**config.mk**
```make
export PLATFORM = sky130hd
export DESIGN_NAME = datapath_sequencer_flat
export DESIGN_NICKNAME = d
export VERILOG_FILES = /design/src/rtl/datapath_sequencer_if.sv /design/src/rtl/datapath_sequencer.sv /design/src/flat_wrapper.sv
export SDC_FILE = /design/constraint.sdc
export NUM_CORES = 1
export LEC_CHECK = 0
export CAP_MARGIN = 40
export CELL_PAD_IN_SITES_DETAIL_PLACEMENT = 1
export CELL_PAD_IN_SITES_GLOBAL_PLACEMENT = 1
export CORE_MARGIN = 2
export CORE_UTILIZATION = 29
export DETAILED_ROUTE_END_ITERATION = 6
export PLACE_DENSITY_LB_ADDON = 0.1
export SYNTH_ARGS = -nofsm -noshare
export SYNTH_HDL_FRONTEND = slang
export SYNTH_SLANG_ARGS = --single-unit
```
**constraint.sdc**
```tcl
create_clock -name clock -period 3.9 [get_ports clock]
set_clock_uncertainty 0.2 [all_clocks]
set_input_delay 0.39 -clock clock [delete_from_list [all_inputs] [get_ports clock]]
set_output_delay 0.39 -clock clock [all_outputs]
set_load 0.01 [all_outputs]
```
**src/rtl/datapath_sequencer_if.sv**
```systemverilog
// -----------------------------------------------------------------------------
// datapath_sequencer_if
// Groups the signals between the sequencer and its surroundings. These are the
// instruction fetch handshake, the datapath status/control, and the
// halted/illegal indicators.
//   master : the sequencer (drives fetch, controlword, immediate, halted, illegal)
//   slave  : instruction memory + datapath (drives instruction, valid, status)
// -----------------------------------------------------------------------------
interface datapath_sequencer_if;
    logic [31:0] instruction;
    logic        instruction_valid;
    logic [4:0]  status;
    logic        fetch;
    logic [30:0] controlword;
    logic [63:0] immediate;
    logic        halted;
    logic        illegal;

    modport master (
        input  instruction, instruction_valid, status,
        output fetch, controlword, immediate, halted, illegal
    );

    modport slave (
        output instruction, instruction_valid, status,
        input  fetch, controlword, immediate, halted, illegal
    );
endinterface

```
**src/rtl/datapath_sequencer.sv**
```systemverilog
// -----------------------------------------------------------------------------
// datapath_sequencer
// Multi-cycle control unit for the 64-bit datapath. It fetches an instruction
// through a valid-qualified handshake and latches it in IR. It then emits the
// datapath control word and immediate for EXEC, plus LDWB for loads. It stops
// in HALTED on HALT or an undefined opcode.
//   clock : rising-edge clock
//   reset : asynchronous active-low reset
//   bus   : master side of datapath_sequencer_if
//           in : instruction, instruction_valid, status[0] = live zero flag
//           out: fetch, controlword[30:0], immediate[63:0], halted, illegal
// -----------------------------------------------------------------------------
module datapath_sequencer #(
    parameter logic [4:0] ALU_ADD    = 5'b01000,
    parameter logic [4:0] ALU_PASS_A = 5'b00000,
    parameter logic [4:0] LINK_REG   = 5'd30
) (
    input  logic                    clock,
    input  logic                    reset,
    datapath_sequencer_if.master    bus
);

    localparam logic [1:0] ST_FETCH  = 2'd0;
    localparam logic [1:0] ST_EXEC   = 2'd1;
    localparam logic [1:0] ST_LDWB   = 2'd2;
    localparam logic [1:0] ST_HALTED = 2'd3;

    function automatic logic [63:0] sext18(input logic [17:0] v);
        return {{46{v[17]}}, v};
    endfunction

    function automatic logic [63:0] sext28(input logic [27:0] v);
        return {{36{v[27]}}, v};
    endfunction

    logic [1:0]  state_q, state_d;
    logic [31:0] ir_q, ir_d;
    logic        halted_q, halted_d;
    logic        illegal_q, illegal_d;

    logic [3:0] op_s;
    logic [4:0] rd_s, rn_s, rm_s, fs_s;
    logic       s_s;

    assign op_s = ir_q[31:28];
    assign rd_s = ir_q[27:23];
    assign rn_s = ir_q[22:18];
    assign rm_s = ir_q[17:13];
    assign fs_s = ir_q[12:8];
    assign s_s  = ir_q[7];

    // Only the live zero flag steers sequencing; the registered flags are not used here.
    logic unused_status_s;
    assign unused_status_s = ^bus.status[4:1];

    // Control word fields.
    logic       alu_en_s, b_sel_s, rfb_en_s, rf_wr_s, ram_en_s, ram_wr_s;
    logic       pc_en_s, pc_in_s, st_ld_s;
    logic [4:0] alu_fs_s, sel_a_s, sel_b_s, wr_addr_s;
    logic [1:0] pc_fs_s;
    logic [63:0] imm_s;

    // Next-state, IR capture and sticky halted/illegal flags.
    always_comb begin
        state_d   = state_q;
        ir_d      = ir_q;
        halted_d  = halted_q;
        illegal_d = illegal_q;
        case (state_q)
            ST_FETCH: begin
                if (bus.instruction_valid) begin
                    state_d = ST_EXEC;
                    ir_d    = bus.instruction;
                end else begin
                    state_d = ST_FETCH;
                end
            end
            ST_EXEC: begin
                if (op_s == 4'd3) begin
                    state_d = ST_LDWB;
                end else if (op_s >= 4'd10) begin
                    state_d  = ST_HALTED;
                    halted_d = 1'b1;
                    // 10..14 are undefined; 15 is a legitimate HALT.
                    if (op_s != 4'd15) begin
                        illegal_d = 1'b1;
                    end else begin
                        illegal_d = illegal_q;
                    end
                end else begin
                    state_d = ST_FETCH;
                end
            end
            ST_LDWB:   state_d = ST_FETCH;
            ST_HALTED: state_d = ST_HALTED;
            default:   state_d = ST_FETCH;
        endcase
    end

    // State, IR and status flag registers.
    always_ff @(posedge clock or negedge reset) begin
        if (!reset) begin
            state_q   <= ST_FETCH;
            ir_q      <= 32'd0;
            halted_q  <= 1'b0;
            illegal_q <= 1'b0;
        end else begin
            state_q   <= state_d;
            ir_q      <= ir_d;
            halted_q  <= halted_d;
            illegal_q <= illegal_d;
        end
    end

    // Decode IR into control word fields; all zero outside EXEC and LDWB.
    always_comb begin
        alu_en_s  = 1'b0;
        b_sel_s   = 1'b0;
        alu_fs_s  = 5'd0;
        rfb_en_s  = 1'b0;
        sel_a_s   = 5'd0;
        sel_b_s   = 5'd0;
        wr_addr_s = 5'd0;
        rf_wr_s   = 1'b0;
        ram_en_s  = 1'b0;
        ram_wr_s  = 1'b0;
        pc_en_s   = 1'b0;
        pc_fs_s   = 2'b00;
        pc_in_s   = 1'b0;
        st_ld_s   = 1'b0;
        imm_s     = 64'd0;
        if (state_q == ST_EXEC) begin
            case (op_s)
                4'd0: pc_fs_s = 2'b01;
                4'd1, 4'd2: begin
                    sel_a_s   = rn_s;
                    sel_b_s   = rm_s;
                    alu_en_s  = 1'b1;
                    wr_addr_s = rd_s;
                    rf_wr_s   = 1'b1;
                    st_ld_s   = s_s;
                    pc_fs_s   = 2'b01;
                    if (op_s == 4'd2) begin
                        b_sel_s  = 1'b1;
                        imm_s    = sext18(ir_q[17:0]);
                        alu_fs_s = ALU_ADD;
                    end else begin
                        alu_fs_s = fs_s;
                    end
                end
                // Address phase only; the register write happens in LDWB.
                4'd3: begin
                    sel_a_s  = rn_s;
                    b_sel_s  = 1'b1;
                    alu_fs_s = ALU_ADD;
                    imm_s    = sext18(ir_q[17:0]);
                    pc_fs_s  = 2'b00;
                end
                4'd4: begin
                    sel_a_s  = rn_s;
                    b_sel_s  = 1'b1;
                    alu_fs_s = ALU_ADD;
                    imm_s    = sext18(ir_q[17:0]);
                    sel_b_s  = rd_s;
                    rfb_en_s = 1'b1;
                    ram_wr_s = 1'b1;
                    pc_fs_s  = 2'b01;
                end
                4'd5, 4'd6: begin
                    imm_s   = sext28(ir_q[27:0]) << 2;
                    pc_in_s = 1'b1;
                    pc_fs_s = 2'b11;
                    // BL: the datapath puts PC+4 on the bus for the link write.
                    if (op_s == 4'd6) begin
                        pc_en_s   = 1'b1;
                        wr_addr_s = LINK_REG;
                        rf_wr_s   = 1'b1;
                    end else begin
                        pc_en_s   = 1'b0;
                    end
                end
                4'd7: begin
                    sel_a_s = rn_s;
                    pc_in_s = 1'b0;
                    pc_fs_s = 2'b10;
                end
                // CBZ/CBNZ: rn passes through the ALU so status[0] is its zero flag.
                4'd8, 4'd9: begin
                    sel_a_s  = rn_s;
                    alu_fs_s = ALU_PASS_A;
                    imm_s    = sext18(ir_q[17:0]) << 2;
                    pc_in_s  = 1'b1;
                    if (bus.status[0] == (op_s == 4'd8)) begin
                        pc_fs_s = 2'b11;
                    end else begin
                        pc_fs_s = 2'b01;
                    end
                end
                default: pc_fs_s = 2'b00;
            endcase
        end else if (state_q == ST_LDWB) begin
            sel_a_s   = rn_s;
            b_sel_s   = 1'b1;
            alu_fs_s  = ALU_ADD;
            imm_s     = sext18(ir_q[17:0]);
            ram_en_s  = 1'b1;
            wr_addr_s = rd_s;
            rf_wr_s   = 1'b1;
            pc_fs_s   = 2'b01;
        end else begin
            pc_fs_s   = 2'b00;
        end
    end

    assign bus.fetch       = (state_q == ST_FETCH);
    assign bus.controlword = {alu_en_s, b_sel_s, alu_fs_s, rfb_en_s, sel_a_s, sel_b_s,
                              wr_addr_s, rf_wr_s, ram_en_s, ram_wr_s, pc_en_s, pc_fs_s,
                              pc_in_s, st_ld_s};
    assign bus.immediate   = imm_s;
    assign bus.halted      = halted_q;
    assign bus.illegal     = illegal_q;

endmodule

```
**src/flat_wrapper.sv**
```systemverilog
// flat-port wrapper written by rule: the top's interface ports become plain ports
module datapath_sequencer_flat 
#(
    parameter logic [4:0] ALU_ADD    = 5'b01000,
    parameter logic [4:0] ALU_PASS_A = 5'b00000,
    parameter logic [4:0] LINK_REG   = 5'd30
)
  (clock, reset, bus_instruction, bus_instruction_valid, bus_status, bus_fetch, bus_controlword, bus_immediate, bus_halted, bus_illegal);
  datapath_sequencer_if bus_i ();
  input  logic clock;
  input  logic reset;
  input wire logic [$bits(bus_i.instruction)-1:0] bus_instruction;
  input wire logic [$bits(bus_i.instruction_valid)-1:0] bus_instruction_valid;
  input wire logic [$bits(bus_i.status)-1:0] bus_status;
  output wire logic [$bits(bus_i.fetch)-1:0] bus_fetch;
  output wire logic [$bits(bus_i.controlword)-1:0] bus_controlword;
  output wire logic [$bits(bus_i.immediate)-1:0] bus_immediate;
  output wire logic [$bits(bus_i.halted)-1:0] bus_halted;
  output wire logic [$bits(bus_i.illegal)-1:0] bus_illegal;
  assign bus_i.instruction = bus_instruction;
  assign bus_i.instruction_valid = bus_instruction_valid;
  assign bus_i.status = bus_status;
  assign bus_fetch = bus_i.fetch;
  assign bus_controlword = bus_i.controlword;
  assign bus_immediate = bus_i.immediate;
  assign bus_halted = bus_i.halted;
  assign bus_illegal = bus_i.illegal;
  datapath_sequencer #(.ALU_ADD(ALU_ADD), .ALU_PASS_A(ALU_PASS_A), .LINK_REG(LINK_REG)) u_core (.clock(clock), .reset(reset), .bus(bus_i));
endmodule
```
---- After elaboration in Yosys (flattened, before gate mapping) ----
Index checks and enable logic that the tools add are counted.
word-level totals
  bits in registers ....................... 36
  bits of input ports ..................... 40
  output and inout port bits .............. 98
  word-level logic and storage cells ...... 75
operators by class
  $lt $le $gt $ge ......................... 1
  equal/unequal tests ..................... 14
  multiplexer cells ....................... 43
  bitwise operators ....................... 1
  reduce and logical (&&, ||, !) cells .... 12
operator list
  cell                  number
  $pmux W64 S4          1
  $mux W64              3
  $mux W5               9
  $pmux W5 S2           3
  $mux W1               18
  $eq A4 B3 Y1 const B  4
  $pmux W2 S4           2
  $eq A4 B2 Y1 const B  2
  $eq A4 B4 Y1 const B  2
  $mux W2               4
  $reduce_or A2 Y1      4
  $reduce_or A4 Y1      2
  $reduce_or A7 Y1      1
  $eq A2 B2 Y1 const B  2
  $eq A4 B1 Y1 const B  1
  $ge A4 B4 Y1 const B  1
  $logic_not A4 Y1      1
  $mux W4               1
  $ne A4 B4 Y1 const B  1
  $pmux W1 S2           2
  $reduce_and A4 Y1     1
  $reduce_and A3 Y1     1
  $eq A2 B1 Y1 const B  1
  $logic_not A2 Y1      1
  3 further kinds       3

---- Longest topological paths before layout ----
Gate-level depths: netlist (run 1).
  depth after elaboration ................. 5
  gate-level depth with buffers ........... 7
  depth with buffers taken out ............ 4

---- Worst setup path after synthesis (run 1) ----
Ideal clock, no wire load.
  path type ............................... flip-flop to output port
  start point ............................. reg u_core.ir_q[30]
  end point ............................... out bus_immediate[30]
  arrival time ............................ 2.576 ns
  data required time ...................... 3.310 ns
  setup slack ............................. 0.734 ns
  stages on the path, launching flop included .. 6
  buffers on the path ..................... 2
  cell sequence ........................... dfrtp_1 buf_2 nor2b_1 a221oi_4 o21ai_1 buf_4
on the way
  longest elaborated chain between the ends .. 4
  elaborated cells between the ends (all ways) .. 15
  classes of those cells .................. eq/ne (8); mux (3); reduce/logical (4)
RTL lines
  what                                        line                                                  text
  from (decl)                                 datapath_sequencer.sv:37                              logic [31:0] ir_q, ir_d;
  from (signal assigned)                      datapath_sequencer.sv:109                             ir_q <= ir_d;
  $eq A4 B2 Y1, or another cell as far along  datapath_sequencer.sv:133, datapath_sequencer.sv:143
  $mux W64, or another cell as far along      datapath_sequencer.sv:143                             if (op_s == 4'd2) begin
  $pmux W64 S4 (*)                            datapath_sequencer.sv:133                             case (op_s)
  $mux W64 (*)                                datapath_sequencer.sv:132                             if (state_q == ST_EXEC) begin
  to (decl)                                   flat_wrapper.sv:17                                    output wire logic [$bits(bus_i.immediate)-1:0] bus_immediate;
Mark *: on every way between the ends. The rest lies on a longest branch, timed or not.

---- Worst setup path after layout (run 1) ----
  start point ............................. reg u_core.ir_q[29]
  end point ............................... out bus_immediate[17]
Same word-level chain as after synthesis.

==> Flow_metrics.wiki, run 1 <==
{| class="wikitable"
! Metric !! Value
|-
| CTS tree || done
|-
| Total met3 wirelength after detailed routing || roughly 460 um
|-
| First-pass detailed-route iteration total || 4
|-
| Site row count || 34
|-
| Syn Area/Cell || 9.551 um^2
|-
| Critical-path maximum fanout || 18
|-
| Setup TNS || 0 ps
|-
| Number of warnings issued by yosys || 0
|-
| Vias in the first global route || 2,273
|-
| Delay of the slowest critical-path stage || ~730 ps
|-
| Overall die width || 99.69 um
|-
| Number of standard cells after synthesis || 278
|-
| Number of distinct standard cells referenced by the synthesized netlist || 43
|-
| WL final || 7609 um
|-
| First-pass GRT wire length || 11,920 um
|-
| Remaining Overflow, GRT || 0
|-
| Internal power || 2.102 mW
|-
| Total Power Consumption || 3.731 mW
|-
| Share of total power in combinational logic || ~70%
|-
| Largest vdd supply drop || 0.2779 mV
|-
| Number of nets at the end of the flow || between 400 and 500
|-
| Count of nets left with antenna violations after detail routing || 0
|-
| Maximum level of the CTS H-tree || 2
|-
| Number of antenna violations at the first check in global routing || 0
|-
| Power share of the clock group || 7.5%
|-
| Area used by multi-input combinational logic || 1182 um^2
|-
| Proportion of layout cells with a drive suffix above 1 || roughly 8.6%
|-
| Final hold viol count || 0
|-
| Routed wirelength normalized by instance count || 16.19 um
|-
| Max transition margin || 57.01%
|-
| Die Y-Extent || 99.69 um
|-
| Share of total power consumed by net switching || 43.67%
|-
| # setup viols final || 0
|-
| Sinks on the clock net || 36
|-
| Top-level I/O count || 138
|-
| Effective utilization at floorplan || 30.15%
|-
| DRC || 0
|-
| Worst min-delay path category || flop to flop
|-
| Fraction of power consumed by sequential logic || 21.3%
|-
| Total length of routed met2 wires || 3439 um
|-
| Final critical-path required period || 3279 ps
|-
| Status || finished clean
|-
| Number of flops mapped to enable cells by yosys || 0
|-
| Post-detailed-route via-to-cell ratio || about 4.8
|-
| CP startpoint kind || flop
|-
| Critical path class || flop to output port
|-
| Area of the placeable core || roughly 8800 um^2
|-
| Sequential standard cell area || 900.9 um^2
|-
| Clock tree root driver cell || sky130_fd_sc_hd__clkbuf_8
|-
| Number of maximum-capacitance constraint violations || 0
|-
| Bufs on Longest Clock Path || 2
|-
| Setup Buffers After CTS || 0
|-
| Achievable frequency || between 300 and 400 MHz
|-
| Largest net degree at the start of global routing || 36
|-
| Post-Route Utilization || between 40% and 50%
|-
| Count of input and output buffers || 133
|-
| Clock transition at the register clock pins on the worst setup and hold paths after CTS || 70 ps
|-
| Number of pins with negative max-slew slack in the final report || 0
|-
| Total power per unit cell area || between 900 and 1000 nW/um^2
|-
| Count of fill cells added during filler insertion || 1,002
|-
| Detailed-placement wirelength estimate || 5785 um
|-
| Top Metal Used || met4
|-
| Iteration-0 DRC count of the detailed router || 48
|-
| Worst hold slack across all endpoints || 267.4 ps
|-
| Arrival time at the worst endpoint || 2690 ps
|-
| Mapped cell area || between 2000 and 3000 um^2
|-
| Cells traversed along the worst timing path || xor2_2 > a32oi_4 > o32ai_1 > clkdlybuf4s50_1
|-
| Source-to-sink clock delay at the later pin of the worst-skew pair || 290 ps
|-
| Die Outline Area || 9937 um^2
|-
| Worst path slowest cell || sky130_fd_sc_hd__dfrtp_1
|-
| Transition time at the pin with the least slew margin || 644.9 ps
|-
| Worst setup EP type || output port
|-
| Async SR Flop Fraction || 100.0%
|-
| Count of vias placed by the detailed router || 2,254
|-
| P_sw || 1.629 mW
|-
| Final Wtd Congestion || 0.7641
|-
| Static leakage || 1.538 nW
|-
| Required time at the endpoint of the critical path || 3310 ps
|-
| RSZ-0062 raised after global routing || false
|-
| Flip-flop and latch count after synthesis || 36
|-
| Sequential area share after synthesis || 33.93%
|-
| Final period utilization || 84.08%
|-
| Number of buffers created by CTS || 5
|-
| Layout overhead on the synthesized area || 45.24%
|-
| Global routing usage summed across all routing layers || 14.92%
|-
| Prevailing post-synth register cell || sky130_fd_sc_hd__dfrtp_1
|-
| Detailed-route wire length on metal 1 || 3649 um
|-
| # diodes || 0
|-
| Net count after synthesis || 318
|}
[registers in the layout, indices dropped and copies added (netlist names)]
| register | count |
|---|---|
| u_core.bus.illegal | 1 |
| u_core.ir_q | 32 |
| u_core.bus.halted | 1 |
| u_core.state_q | 2 |
[Yosys cell counts, drive strengths merged, types with 2 or more instances]
master   n  share of area [%]
o21ai   16                3.0
buf     62                 17
a22o     5                1.6
or2      2               0.47
o32ai   17                5.6
nor2b    5                1.2
dfrtp   36                 34
nand3   10                1.9
a21oi    7                1.3
clkbuf   2               0.28
nor3     3               0.57
nor3b    2               0.57
nand2    5               0.71
inv     33                4.7
and2     8                1.9
xor2     4                1.6
a21o     2               0.57
a211oi   6                1.7
mux2    32                 14
nor2     5               0.80
[cell families (layout without fill, tap and decap cells)]
| family | after synthesis | after routing | share of synthesized area [%] |
|---|---|---|---|
| DFF | 36 | 36 | 33.93 |
| muxes | 32 | 32 | 13.57 |
| buffers and inverters | 97 | 181 | 21.91 |
| and+or+nand+nor | 48 | 48 | 11.17 |
| xor gates and xnor gates | 4 | 4 | 1.603 |
| AOI/OAI and AO/OA | 61 | 61 | 17.81 |
[worst paths after layout]
| check | from | endpoint | slack (ps) | cells after the start |
|---|---|---|---|---|
| setup / recovery | u_core.ir_q[29] | bus_immediate[17] | 620 | 4 |
| hold reg to reg | u_core.bus.illegal | u_core.bus.illegal | 270 | 1 |
| min in group asynchronous | reset | u_core.ir_q[22] | 400 | 2 |
| hold / removal | u_core.bus.illegal | u_core.bus.illegal | 270 | 1 |
| max in group asynchronous | reset | u_core.ir_q[11] | 2630 | 3 |
| setup reg to reg | u_core.state_q[1] | u_core.ir_q[17] | 1860 | 4 |
[cells in the final DEF, fill, tap and decap left out, drive strengths merged, types with 2 or more instances in the layout]
cell	synthesis	final
a22o	5	5
a21oi	7	7
xor2	4	4
clkdlybuf4s50	0	132
dfrtp	36	36
or2	2	2
nor3	3	3
and2	8	8
buf	62	7
nor3b	2	2
a211oi	6	6
nor2	5	5
inv	33	33
mux2	32	32
nor2b	5	5
nand3	10	10
a21o	2	2
nand2	5	5
o21ai	16	16
clkinv	0	2
clkbuf	2	6
o32ai	17	17
[layer usage]
metal	global-route usage, %	vias to the layer above
li1	-	1089
met1	20.55	1076
met2	23.96	82
met3	3.443	7
met4	3.161	0
met5	0	-
[what timing repair did]
item / in CTS / in global routing
endpoints found under the hold margin: 17 / 0
hold buffers: 1 / 0
gates resized for setup: 0 / 0
[worst max-delay path, delay by kind of cell (launching register included)]
family / cells / cell delay [ps]
compound gates: 2 / 810
buf+inv: 1 / 540
xor+xnor: 1 / 310
flops: 1 / 730
[through the flow]
step | cells | setup WS, ps | instance area [um^2]
after detailed placement | 461 | 927.1 | 3754
final | 470 | 620.7 | 3856
after global placement | 459 | 970.1 | 3699
after global routing | 470 | 420.7 | 3856
after floorplan | 278 | 733.9 | 2655
after CTS | 470 | 591.5 | 3856
[power by group through the flow]
| stage | sequential, mW | combinational (mW) | clock (mW) |
|---|---|---|---|
| CTS | 0.799 | 2.69 | 0.299 |
| global route | 0.834 | 2.86 | 0.313 |
| finish | 0.793 | 2.66 | 0.281 |
| global placement | 0.796 | 2.63 | 0 |
| floorplan | 0.658 | 1.81 | 0 |
| detailed placement | 0.806 | 2.68 | 0 |
[layout make-up]
type,instances,area share [%]
clock inverter,2,0.2596
timing repair buffer,140,36.86
clock buffer,6,2.141
sequential,36,23.36
multi-input combinational,145,30.66
tap,108,3.504
inverter,33,3.212
Note: power is estimated with default switching activity, not from simulation.
==> run 2, diff against run 1 <==
Settings changed: CORE_UTILIZATION 29 to 26.
Clock period 3.9 ns to 3 ns, I/O delays scaled along.
==> run 2 against run 1 <==
Net effect: register-to-register slack got worse by 810 ps; sequential cell count did not move; first-iteration DRC count fell by 58%; count of clock-buffer cells in the layout rose by 2; sequential power rose by 25%; total power rose by 33%; critical path depth rose by 1; sequential share of layout area fell by 0.44 points; largest cell class unchanged; largest power group unchanged; cell count rose by 6.8%; global-route usage fell by 0.50 points; critical endpoint unchanged; core utilization fell by 3.8 points.
==> Flow_metrics.wiki, run 2 (synthesis results as in run 1) <==
{| class="wikitable"
! Metric !! Value
|-
| Count of fill cells added during filler insertion || 1,108
|-
| Worst setup EP type || output port
|-
| Top Metal Used || met4
|-
| First-pass GRT wire length || 12,850 um
|-
| Site row count || 36
|-
| Setup TNS || 0 ps
|-
| Required time at the endpoint of the critical path || between 2000 and 3000 ps
|-
| Number of antenna violations at the first check in global routing || 0
|-
| Detailed-placement wirelength estimate || 5948 um
|-
| CP startpoint kind || flop
|-
| Achievable frequency || 350.1 MHz
|-
| Number of nets at the end of the flow || 408
|-
| Status || finished clean
|-
| Detailed-route wire length on metal 1 || 3418 um
|-
| Critical path class || flop to output port
|-
| First-pass detailed-route iteration total || 4
|-
| Global routing usage summed across all routing layers || 14.41%
|-
| Post-detailed-route via-to-cell ratio || 4.506
|-
| Registers with the most flip-flops || u_core.ir_q: 32 flops, u_core.state_q: 2 flops
|-
| Die Y-Extent || 105.1 um
|-
| Largest vdd supply drop || 0.4066 mV
|-
| Static leakage || about 1.6 nW
|-
| Iteration-0 DRC count of the detailed router || 20
|-
| Routed wirelength normalized by instance count || approximately 16 um
|-
| Count of vias placed by the detailed router || 2,262
|-
| Number of buffers created by CTS || 5
|-
| WL final || 7815 um
|-
| Count of nets left with antenna violations after detail routing || 0
|-
| # diodes || 0
|-
| Total power per unit cell area || 1255 nW/um^2
|-
| Most flop-heavy register || u_core.ir_q
|-
| Final period utilization || 95.22%
|-
| Delay of the slowest critical-path stage || between 600 and 700 ps
|-
| Die Outline Area || 11,040 um^2
|-
| Total placed cells including tap cells || 493
|-
| Placed standard-cell area || 3821 um^2
|-
| # setup viols final || 0
|-
| Sinks on the clock net || 36
|-
| Vias in the first global route || 2,410
|-
| Total met3 wirelength after detailed routing || 556 um
|-
| Top library cells by usage in the layout, fill and taps aside || sky130_fd_sc_hd__clkdlybuf4s50_1 (127), sky130_fd_sc_hd__dfrtp_1 (34), sky130_fd_sc_hd__inv_1 (30), sky130_fd_sc_hd__mux2_1 (30), sky130_fd_sc_hd__o32ai_1 (17)
|-
| Count of input and output buffers || roughly 130
|-
| Post-Route Utilization || 39.95%
|-
| Arrival time at the worst endpoint || 2360 ps
|-
| Area of the placeable core || between 9000 and 10,000 um^2
|-
| Clock tree root driver cell || sky130_fd_sc_hd__clkbuf_8
|-
| Clock transition at the register clock pins on the worst setup and hold paths after CTS || 70 ps
|-
| Critical-path maximum fanout || 18
|-
| Number of maximum-capacitance constraint violations || 0
|-
| Source-to-sink clock delay at the later pin of the worst-skew pair || 280 ps
|-
| Worst Slack Setup Final || 143.3 ps
|-
| Remaining Overflow, GRT || 0
|-
| Final critical-path required period || 2857 ps
|-
| Top-level I/O count || 138
|-
| Overall die width || approximately 110 um
|-
| Largest net degree at the start of global routing || 36
|-
| Proportion of layout cells with a drive suffix above 1 || between 10% and 20%
|-
| Worst min-delay path category || input port to async pin
|-
| DRC || 0
|-
| Number of pins with negative max-slew slack in the final report || 0
|-
| Final Wtd Congestion || 0.7321
|-
| Cells traversed along the worst timing path || and4bb_4 > a32oi_4 > buf_4 > o32ai_1 > clkdlybuf4s50_1
|-
| Bufs on Longest Clock Path || 2
|-
| Max transition margin || 58.05%
|-
| Transition time at the pin with the least slew margin || 624.4 ps
|-
| Sequential standard cell area || 903.4 um^2
|-
| Worst slack, placed || 328.5 ps
|-
| Length in cells of the worst reg-to-reg path || 4
|-
| Total length of routed met2 wires || 3780 um
|-
| Maximum level of the CTS H-tree || 2
|-
| Max reg flops || 32
|-
| Final standard cell count with taps included and fillers excluded || 502
|-
| Layout overhead on the synthesized area || 48.44%
|-
| Final hold viol count || 0
|-
| Area used by multi-input combinational logic || 1186 um^2
|-
| Most common cell after layout, fill and taps aside || sky130_fd_sc_hd__clkdlybuf4s50_1
|-
| Effective utilization at floorplan || 26.92%
|-
| CTS tree || done
|-
| Worst path slowest cell || sky130_fd_sc_hd__clkdlybuf4s50_1
|-
| Finished Cell Area || a little under 4000 um^2
|}
run 2: cell types whose count changed in the layout (fill, tap and decap cells not counted):
cell	before	now
sky130_fd_sc_hd__and2_1	7	8
sky130_fd_sc_hd__and2_2	1	0
sky130_fd_sc_hd__buf_12	0	2
sky130_fd_sc_hd__buf_16	2	0
sky130_fd_sc_hd__buf_4	4	11
sky130_fd_sc_hd__clkbuf_1	0	2
sky130_fd_sc_hd__clkdlybuf4s50_1	132	127
sky130_fd_sc_hd__clkinv_2	2	0
sky130_fd_sc_hd__dfrtp_1	36	34
sky130_fd_sc_hd__dfrtp_2	0	2
sky130_fd_sc_hd__dlymetal6s2s_1	0	5
sky130_fd_sc_hd__nor3b_1	2	1
sky130_fd_sc_hd__nor3b_2	0	1
run 2: worst max-delay path: cells and delay by family (launching register included):
kind	cells	cell delay, ps
AO/OA/AOI/OAI	2	220
AND/OR/NAND/NOR	1	520
buffers and inverters	2	830
flip-flops	1	500
run 2: worst paths after layout:
check                              startpoint                 end  slack, ps
setup / recovery            u_core.state_q[1]   bus_immediate[17]        140
hold / removal                          reset      u_core.ir_q[2]        150
setup reg to reg            u_core.state_q[1]     u_core.ir_q[27]       1050
hold reg to reg            u_core.bus.illegal  u_core.bus.illegal        260
max in group asynchronous               reset     u_core.ir_q[29]       2050
min in group clock         u_core.bus.illegal  u_core.bus.illegal        260
run 2: timing repair:
item | 4_1_cts | 5_1_grt
hold buffers | 1 | 0
resized for setup | 0 | 8
endpoints found under the setup margin | 0 | 66
buffers inserted | 0 | 0
endpoints found under the hold margin | 36 | 0
run 2: power breakdown:
group	internal, mW	total [mW]	switching (mW)
clock network	0.188	0.367	0.180
registers	0.727	0.994	0.267
logic	1.90	3.59	1.68
run 2: layer usage:
| layer | global-route usage (%) | vias up |
|---|---|---|
| met2 | 24.91 | 73 |
| li1 | - | 1100 |
| met4 | 2.571 | 0 |
| met1 | 17.53 | 1083 |
| met3 | 4.866 | 6 |
| met5 | 0 | - |
run 2: area by class of cell:
class	instances	area share, %
flip-flops and latches	36	22.92
clock buffers	8	2.286
well taps	133	4.222
repair buffers	147	37.33
inverters	33	3.143
multi-input cells	145	30.10
run 2: per-stage QoR:
step / hold slack (ps) / total power, mW
final: 148.8 / 4.946
after global routing: 142.6 / 5.342
after CTS: 142.5 / 5.031
after detailed placement: -80.00 / 4.644
after global placement: 250.9 / 4.598
after floorplan: -195.6 / 3.200
==> run 3, diff against run 2 <==
Settings changed: ABC_AREA set to 1, CORE_UTILIZATION 26 to 39, DONT_BUFFER_PORTS set to 1.
==> run 3 against run 2 <==
Net effect: core utilization is 3.4 points higher; global-route usage is 6.3 points higher; first-iteration DRC count grew to 5.3 times the previous value; cell count is 2.4% higher; total power is 82% lower; count of clock-buffer cells in the layout is 1 lower; clock power is 3% higher; sequential share of layout area is 5.9 points higher; largest power group is now registers; routed wire length is 3.5% higher; critical path depth is 3 higher; die area is 27% lower.
==> Flow_metrics.wiki, run 3 <==
{| class="wikitable"
! Metric !! Value
|-
| Status || finished clean
|-
| Endpoint of the most critical setup path || bus_immediate[42]
|-
| Required time at the endpoint of the critical path || ~2500 ps
|-
| Source-to-sink clock delay at the later pin of the worst-skew pair || 290 ps
|-
| CP Depth || 8
|-
| Die Y-Extent || 89.88 um
|-
| CTS tree || done
|-
| Proportion of layout cells with a drive suffix above 1 || 13.98%
|-
| Setup Buffers After CTS || 0
|-
| Overall die width || 89.88 um
|-
| Worst path top cell family by delay || simple AND/OR/NAND/NOR gates
|-
| Achievable frequency || 387.8 MHz
|-
| Die Outline Area || 8078 um^2
|-
| Remaining Overflow, GRT || 0
|-
| Most flop-heavy register || u_core.ir_q
|-
| Critical path class || flop to output port
|-
| Layout overhead on the synthesized area || 8.613%
|-
| Most common cell after layout, fill and taps aside || sky130_fd_sc_hd__nand2_1
|-
| Bufs on Longest Clock Path || 2
|-
| Number of pins with negative max-slew slack in the final report || 0
|-
| Worst setup EP type || output port
|-
| Number of flops mapped to enable cells by yosys || 0
|-
| Number of standard cells after synthesis || 425
|-
| R2R setup slack || 1000 ps
|-
| Worst path slowest cell || sky130_fd_sc_hd__dfrtp_1
|-
| Worst min-delay path category || input port to flop
|-
| Sequential area share after synthesis || 31.32%
|-
| Biggest area consumer among synthesized cells || sky130_fd_sc_hd__dfrtp_1
|-
| Main area contributors after synthesis || sky130_fd_sc_hd__dfrtp_1 (31%), sky130_fd_sc_hd__nand2_1 (23%), sky130_fd_sc_hd__buf_4 (11%), sky130_fd_sc_hd__nor2_1 (4.7%), sky130_fd_sc_hd__mux2_1 (4.3%)
|-
| Worst slack, placed || 708.3 ps
|-
| Buffer and inverter count on the worst path || 1
|-
| Largest vdd supply drop || 0.1460 mV
|-
| Max transition margin || 68.52%
|-
| Post-Route Utilization || 43.31%
|-
| Total power per unit cell area || 291.0 nW/um^2
|-
| Cell seen most often among critical-path stages || sky130_fd_sc_hd__nand2_1
|-
| Transition time at the pin with the least slew margin || 471.0 ps
|-
| Final Wtd Congestion || 0.8787
|-
| Flip-flop and latch count after synthesis || 36
|-
| First-pass detailed-route iteration total || 4
|-
| Critical-path maximum fanout || 29
|-
| Worst hold slack across all endpoints || ~1.4 ps
|-
| Final hold viol count || 0
|-
| Count of fill cells added during filler insertion || 958
|-
| Worst Slack Setup Final || 421.5 ps
|-
| RSZ-0062 raised after global routing || false
|-
| DRC || 0
|-
| Reg2reg start || u_core.state_q[1]
|-
| Largest net degree at the start of global routing || 37
|-
| Number of nets at the end of the flow || between 400 and 500
|-
| # diodes || 0
|-
| Syn Area/Cell || around 6.8 um^2
|-
| # setup viols final || 0
|-
| First-pass GRT wire length || between 10,000 and 15,000 um
|-
| Max reg flops || 32
|-
| Vias in the first global route || between 2,000 and 3,000
|-
| Final critical-path required period || between 2000 and 3000 ps
|-
| Post-detailed-route via-to-cell ratio || just under 5
|-
| Length in cells of the worst reg-to-reg path || 4
|-
| Net count after synthesis || 465
|-
| Registers with the most flip-flops || u_core.ir_q: 32 flops, u_core.state_q: 2 flops
|-
| Sinks on the clock net || 36
|-
| WL final || 8088 um
|-
| Top library cells by usage in the layout, fill and taps aside || sky130_fd_sc_hd__nand2_1 (176), sky130_fd_sc_hd__dfrtp_1 (36), sky130_fd_sc_hd__nor2_1 (34)
|-
| Mapped cell area || 2877 um^2
|-
| Clock transition at the register clock pins on the worst setup and hold paths after CTS || 70 ps
|-
| Setup TNS || 0 ps
|-
| Number of maximum-capacitance constraint violations || 0
|-
| Post-CTS Hold Buffers || 33
|-
| Effective utilization at floorplan || 39.87%
|-
| Most repeated cell in the gate-level netlist after synthesis || sky130_fd_sc_hd__nand2_1
|-
| Arrival time at the worst endpoint || 2080 ps
|-
| CP startpoint kind || flop
|-
| Global routing usage summed across all routing layers || ~21%
|-
| Routed wirelength normalized by instance count || 15.74 um
|-
| End of the worst register-to-register path || u_core.ir_q[9]
|-
| Top-level I/O count || 138
|-
| Number of distinct standard cells referenced by the synthesized netlist || 29
|-
| Cells traversed along the worst timing path || nor2_2 > nand2_1 > nand3_4 > nand2_4 > nand2_1 > nand2_1 > nand2_4 > buf_12
|-
| Area of the placeable core || 7214 um^2
|-
| Site row count || 31
|-
| Iteration-0 DRC count of the detailed router || 105
|-
| Number of warnings issued by yosys || 0
|-
| Share of the synthesized area in the top cell type || 31.32%
|-
| Count of nets left with antenna violations after detail routing || 0
|-
| Detailed-placement wirelength estimate || 5900 um
|-
| Count of vias placed by the detailed router || around 2,500
|-
| Async SR Flop Fraction || 100.0%
|-
| Final period utilization || 85.95%
|-
| Maximum level of the CTS H-tree || 2
|-
| Cts repair resizes || 0
|-
| Number of antenna violations at the first check in global routing || 0
|-
| Synth cell count leaders || sky130_fd_sc_hd__nand2_1 (177), sky130_fd_sc_hd__buf_4 (44), sky130_fd_sc_hd__dfrtp_1 (36), sky130_fd_sc_hd__nor2_1 (36), sky130_fd_sc_hd__inv_1 (29)
|-
| Delay of the slowest critical-path stage || 490 ps
|-
| Count of input and output buffers || 0
|-
| Prevailing post-synth register cell || sky130_fd_sc_hd__dfrtp_1
|-
| Number of buffers created by CTS || 5
|-
| Static leakage || 1.781 nW
|-
| Clock tree root driver cell || sky130_fd_sc_hd__clkbuf_8
|-
| Worst Setup SP || u_core.ir_q[31]
|}
run 3: changes by cell type after synthesis, moves of 3 or more:
cell / before / now
sky130_fd_sc_hd__mux2_2: 2 / 8
sky130_fd_sc_hd__nand2_1: 5 / 177
sky130_fd_sc_hd__o32ai_1: 17 / 0
sky130_fd_sc_hd__inv_2: 3 / 6
sky130_fd_sc_hd__mux2_1: 30 / 11
sky130_fd_sc_hd__nand2_2: 0 / 13
sky130_fd_sc_hd__nor2b_1: 5 / 0
sky130_fd_sc_hd__a21oi_1: 7 / 22
sky130_fd_sc_hd__nor2_1: 4 / 36
sky130_fd_sc_hd__o21ai_1: 15 / 2
sky130_fd_sc_hd__a22o_1: 5 / 0
sky130_fd_sc_hd__a211oi_1: 6 / 0
sky130_fd_sc_hd__and2_1: 8 / 0
sky130_fd_sc_hd__xor2_1: 3 / 0
run 3: through the flow:
stage / instances / total power, mW / instance area (um^2)
3_3_place_gp: 473 / 0.4955 / 2660
6_report: 514 / 0.9093 / 3124
5_1_grt: 514 / 0.9491 / 3124
2_1_floorplan: 425 / 0.4955 / 2877
3_5_place_dp: 474 / 0.4955 / 2688
4_1_cts: 514 / 0.9213 / 3124
run 3: how the worst min path moves through the flow:
stage | start | endpoint | slack, ps | cells past startpoint
6_report | bus_instruction[29] | u_core.ir_q[29] | 1 | 2
5_1_grt | bus_instruction[29] | u_core.ir_q[29] | 9 | 2
2_1_floorplan | reset | u_core.bus.halted | -200 | 0
3_5_place_dp | reset | u_core.ir_q[0] | -190 | 0
4_1_cts | bus_instruction[29] | u_core.ir_q[29] | 1 | 2
3_3_place_gp | reset | u_core.ir_q[2] | -190 | 0
run 3: layout make-up:
type | instances | area (um^2) | share of cell area [%]
clock buffer | 7 | 96.34 | 3.084
timing repair buffer | 42 | 440.4 | 14.10
tap | 99 | 123.9 | 3.965
sequential | 36 | 900.9 | 28.83
multi-input combinational | 295 | 1431 | 45.81
inverter | 35 | 131.4 | 4.205
run 3: cell families (layout without fill, tap and decap cells):
| group | after synthesis | count (layout) | share of synthesized area (%) |
|---|---|---|---|
| DFF | 36 | 36 | 31.32 |
| buffers and inverters | 94 | 84 | 19.53 |
| AOI/OAI and AO/OA | 29 | 29 | 5.786 |
| muxes | 19 | 19 | 7.438 |
| and+or+nand+nor | 247 | 247 | 35.93 |
run 3: worst reg2reg max path, stage by stage (launching register included):
cell	delay, ps
sky130_fd_sc_hd__dfrtp_1	430
sky130_fd_sc_hd__nor2_1	290
sky130_fd_sc_hd__nand2_2	340
sky130_fd_sc_hd__buf_16	280
sky130_fd_sc_hd__mux2_1	340
run 3: metal layers:
metal,wire length (um),part of all wire [%],track usage (%),up-vias
met5,0,0,0,-
met4,88,1.1,4.615,0
met3,529,6.5,5.784,8
met2,3886,48,35.48,68
met1,3583,44,26.14,1197
li1,-,-,-,1234
run 3: power by group:
| group | total [mW] | switching, mW | internal (mW) | leakage (nW) |
|---|---|---|---|---|
| sequential | 0.485 | 0 | 0.485 | 0.420 |
| combinational | 0.0474 | 0.0164 | 0.0311 | 1.31 |
| clock | 0.377 | 0.172 | 0.205 | 0.0503 |
| total | 0.909 | 0.189 | 0.721 | 1.78 |
